### src/rtl/seg7_scan_ctrl.sv
// Eight-digit common-anode 7-segment scan controller with a pending/shown word buffer.
// New words are swapped in only at frame boundaries so a frame never mixes two words.
module seg7_scan_ctrl #(
  parameter int unsigned SCAN_DIV = 100000
) (
  input  logic        clk,
  input  logic        rst,
  input  logic        in_valid,
  output logic        in_ready,
  input  logic [31:0] in_data,
  input  logic [7:0]  in_dp_mask,
  input  logic        in_blank_lz,
  output logic [6:0]  SEG,
  output logic [7:0]  AN,
  output logic        DP,
  output logic        frame_tick
);

  localparam int unsigned CNT_W = (SCAN_DIV > 2) ? $clog2(SCAN_DIV) : 1;
  localparam logic [CNT_W-1:0] DIV_LAST = CNT_W'(SCAN_DIV - 1);

  typedef struct packed {
    logic [31:0] data;
    logic [7:0]  dp_mask;
    logic        blank_lz;
  } word_t;

  word_t            shown;
  word_t            pending;
  logic             pending_full;
  logic [CNT_W-1:0] div_cnt;
  logic [2:0]       digit_idx;

  logic       slot_end;
  logic       boundary;
  logic       accept;
  logic [3:0] nibble;
  logic [2:0] hi_idx;
  logic       blanked;

  function automatic logic [6:0] seg7_decode(input logic [3:0] n);
    case (n)
      4'h0:    seg7_decode = 7'b1000000;
      4'h1:    seg7_decode = 7'b1111001;
      4'h2:    seg7_decode = 7'b0100100;
      4'h3:    seg7_decode = 7'b0110000;
      4'h4:    seg7_decode = 7'b0011001;
      4'h5:    seg7_decode = 7'b0010010;
      4'h6:    seg7_decode = 7'b0000010;
      4'h7:    seg7_decode = 7'b1111000;
      4'h8:    seg7_decode = 7'b0000000;
      4'h9:    seg7_decode = 7'b0010000;
      4'hA:    seg7_decode = 7'b0001000;
      4'hB:    seg7_decode = 7'b0000011;
      4'hC:    seg7_decode = 7'b1000110;
      4'hD:    seg7_decode = 7'b0100001;
      4'hE:    seg7_decode = 7'b0000110;
      default: seg7_decode = 7'b0001110;
    endcase
  endfunction

  assign slot_end = (div_cnt == DIV_LAST);
  assign boundary = slot_end && (digit_idx == 3'd7);
  assign in_ready = ~pending_full;
  assign accept   = in_valid && ~pending_full;

  // Highest nonzero nibble of the shown word; digits above it are leading zeros.
  // NOTE: every variable gets a default at the top of always_comb so no latch is inferred.
  always_comb begin
    hi_idx = 3'd0;
    for (int k = 1; k < 8; k++) begin
      if (shown.data[4*k +: 4] != 4'h0) hi_idx = 3'(k);
    end
    nibble  = shown.data[{digit_idx, 2'b00} +: 4];
    blanked = shown.blank_lz && (digit_idx > hi_idx);
  end

  // NOTE: sequential state uses non-blocking assignments so all flops update from pre-edge values.
  always_ff @(posedge clk) begin
    if (rst) begin
      shown        <= '0;
      pending      <= '0;
      pending_full <= 1'b0;
      div_cnt      <= '0;
      digit_idx    <= 3'd0;
      frame_tick   <= 1'b0;
      AN           <= 8'hFF;
      SEG          <= 7'h7F;
      DP           <= 1'b1;
    end else begin
      div_cnt    <= slot_end ? '0 : div_cnt + 1'b1;
      if (slot_end) digit_idx <= digit_idx + 3'd1;
      frame_tick <= boundary;

      // A full pending buffer blocks accepts, so the swap and the capture never collide.
      if (boundary && pending_full) begin
        shown        <= pending;
        pending_full <= 1'b0;
      end else if (accept) begin
        pending      <= '{data: in_data, dp_mask: in_dp_mask, blank_lz: in_blank_lz};
        pending_full <= 1'b1;
      end

      if (blanked) begin
        AN  <= 8'hFF;
        SEG <= 7'h7F;
        DP  <= 1'b1;
      end else begin
        AN  <= ~(8'b1 << digit_idx);
        SEG <= seg7_decode(nibble);
        DP  <= ~shown.dp_mask[digit_idx];
      end
    end
  end

endmodule
### config.mk
export PLATFORM = sky130hd
export DESIGN_NAME = seg7_scan_ctrl
export DESIGN_NICKNAME = d
export VERILOG_FILES = /design/src/rtl/seg7_scan_ctrl.sv
export SDC_FILE = /design/constraint.sdc
export NUM_CORES = 1
export LEC_CHECK = 0
export BUFFER_PORTS_ARGS = -buffer_cell sky130_fd_sc_hd__clkbuf_2
export CAP_MARGIN = 20
export CORE_UTILIZATION = 30
export CTS_CLUSTER_DIAMETER = 120
export DETAILED_ROUTE_END_ITERATION = 8
export PLACE_DENSITY = 0.47
export SYNTH_ARGS = -nofsm -noshare
export SYNTH_HDL_FRONTEND = slang
export SYNTH_SLANG_ARGS = --single-unit
### constraint.sdc
create_clock -name clk -period 3.63 [get_ports clk]
set_clock_uncertainty 0.15 [all_clocks]
set_input_delay 0.726 -clock clk [delete_from_list [all_inputs] [get_ports clk]]
set_output_delay 0.726 -clock clk [all_outputs]
set_load 0.02 [all_outputs]
==> summary.txt <==
Floorplan
  • Die area: 18460 um^2
  • Die Ht: 135.9 um
  • Ports: 62
  • Core Box Area: 17420 um^2
  • Cell row count: 48
  • Initial core utilization: 30.87%
  • DIE WIDTH: 135.9 um

Job
  • Max cap viols: 0

Logic synthesis
  • Syn_area_per_cell: 9.222 um^2
  • Top-area cell type share of the netlist area: 44.68%
  • Synth async-reset ratio: 0%
  • Sequential area share after synthesis: 44.68%
  • Flops & latches, synth: 120
  • Post-synth net total: 643
  • Cell variety after synth: 63
  • Biggest area consumer among synthesized cells: dfxtp_1
  • YS warnings: 0
  • Post-synth EDFFs: 0
  • Post-Synthesis Cells: 583
  • Primary FF master, synth: dfxtp_1
  • Synth area leaders: dfxtp_1, nand2_1, a21oi_2
  • Post-Syn Area: 5376 um^2

CTS
  • Clk Latency, worst-skew pair: 420 ps
  • Clock tree buffer depth: 2
  • Hold-fix buffers, CTS: 0
  • Clock Pin Slew Worst Setup and Hold Paths: 50 ps
  • H-tree levels: 4
  • Post-CTS Setup Bufs: 0
  • CTS buffer count: 17
  • Number of gates resized after cts: 0
  • TritonCTS clock tree: done
  • Root Buffer: clkbuf_16
  • CTS Sinks: 120

Final layout
  • Design Area, Final: 6356 um^2
  • Area delta synth->final: 18.22%
  • Fillers: 1817
  • Final Net Count: 697
  • ANT cells: 0
  • Fraction of layout cells with a size suffix above 1: 30.77%
  • Register area: 2402 um^2
  • Post-route insts no fill: 875
  • Area of the multi-input gates: 2638 um^2

Power and ir drop
  • Worst VDD drop: 0.3316 mV
  • Final Power: 3.241 mW
  • Leak: 2.433 nW
  • Power density cells: 509.8 nW/um^2

STA
  • Final hold violation count: 0
  • Total negative slack: 0 ps
  • RSZ-0062 raised after global routing: false
  • Min Clock Period, post-route: 2948 ps
  • Fmax: 339.2 MHz
  • Measured slew at the worst slew-check pin: 868.7 ps
  • Setup violations, final: 0
  • Period utilization: 81.22%
  • Slew HR: 42.09%
  • Slew Viols, Final: 0

Drt
  • First-pass DRT Iterations: 4
  • Routed Antenna Nets: 0
  • DR vias/cell: 4.643
  • DR iter-0 viols: 221
  • Via count: 4063
  • Drt total wl: 11720 um
  • DR WL/cell: 13.39 um
  • DRC: 0

Global route
  • Global-route usage over all layers: 13.63%
  • Largest net degree at the start of global routing: 49
  • Initial antenna violation count: 0
  • Number of global-route vias before repair: 3983
  • Global-route wire length before repair: 19460 um
  • Global route overflow: 0

Critical path
  • Most numerous cell on the critical path: a21oi_1
  • CP max stage cell: a21oi_1
  • CP peak stage delay: 690 ps
  • CP endpoint kind: register
  • Arrival @ worst endpoint: 3030 ps
  • Worst Setup Start Kind: register
  • Crit path max fanout: 10
  • Crit Path Category: reg -> reg
  • Worst Path Required: 3710 ps
  • Critical path, cell by cell: or4_1 -> nand2b_1 -> a21oi_1 -> nor2_1 -> ha_1 -> inv_1 -> o21ai_0 -> a21oi_1 -> o221ai_1

Min path
  • Worst hold-check path type: reg -> reg

Place
  • RD Place Congestion: 0.7977
  • I/O Buffers: 61
  • Placed insts: 843
  • Placed instance area: 5731 um^2
  • Post-DP HPWL: 8266 um

Run status
  • Status: finished clean
[sequential cells by signal, indices dropped and copies added, names as in the netlist]
register	count
pending	41
shown	41
div_cnt	17
AN	8
SEG	7
digit_idx	3
DP	1
frame_tick	1
pending_full	1
[kinds of logic after synthesis]
group           share of synthesized area, %
compound gates                         14.24
simple gates                           22.92
fa+ha+maj                              3.723
mux                                    5.492
buf+inv                                6.330
xor+xnor                               2.607
flops                                  44.68
[final timing paths]
path	start	endpoint	slack, ps	depth (start not counted)
worst min-delay path	div_cnt[0]	div_cnt[0]	300	1
worst max register to register	shown[29]	SEG[6]	680	9
worst max-delay path	shown[29]	SEG[6]	680	9
worst min register to register	div_cnt[0]	div_cnt[0]	300	1
[critical path: cells and delay by family, from the launching register on]
kind                     cells  cell delay (ps)
adder cells (fa/ha/maj)      1              280
AND/OR/NAND/NOR              3              770
flip-flops                   1              320
buffers and inverters        1               50
AO/OA/AOI/OAI                4             1190
[where the power goes]
| group | leakage [nW] | total, mW | internal [mW] | switching [mW] |
|---|---|---|---|---|
| Clock | 0.301 | 1.74 | 1.15 | 0.591 |
| Combinational | 1.16 | 0.127 | 0.0468 | 0.0799 |
| Sequential | 0.977 | 1.37 | 1.35 | 0.0224 |
| Total | 2.43 | 3.24 | 2.55 | 0.693 |
[cells in the final DEF (no fill, tap or decap), types with 10 or more instances in the layout]
cell	instances
a21oi_1	47
a21oi_2	39
clkbuf_16	17
clkbuf_2	60
dfxtp_1	120
ha_1	16
nand2_1	142
nand2_2	39
nand3_1	10
nor2_1	28
[cells in the mapped netlist (all sizes together) (3+ instances only)]
cell / instances
nand2: 181
dfxtp: 120
a21oi: 86
nor2: 28
clkbuf: 23
ha: 16
inv: 10
nand3: 10
buf: 9
mux2i: 8
mux4: 8
nor4: 8
xnor2: 8
xor2: 8
and3: 7
o21ai: 6
nor3: 4
a31oi: 3
nand4: 3
nor2b: 3
[cell type report]
type / count / area share [%]
clock buffer: 21 / 7.559
clock inverter: 11 / 2.283
inverter: 11 / 0.6496
multi-input combinational: 418 / 41.50
sequential: 120 / 37.80
tap: 225 / 4.429
timing repair buffer: 69 / 5.787
[per-stage QoR]
step	utilization, %	setup WS, ps	hold slack [ps]
2_1_floorplan	-	981.4	263.2
3_3_place_gp	32.90	782.7	277.5
3_5_place_dp	32.90	709.3	285.8
4_1_cts	36.49	708.9	293.7
5_1_grt	36.49	446.3	325.0
6_report	36.49	681.7	299.2
[layer usage]
metal | share of wire [%] | vias to the layer above | wire length (um) | GRT usage, %
li1 | - | 2072 | - | -
met1 | 48 | 1904 | 5657 | 17.51
met2 | 46 | 70 | 5381 | 21.29
met3 | 4.2 | 17 | 498 | 3.617
met4 | 1.5 | 0 | 181 | 6.173
met5 | 0 | - | 0 | 0
Power figures use the tool's default switching activity.
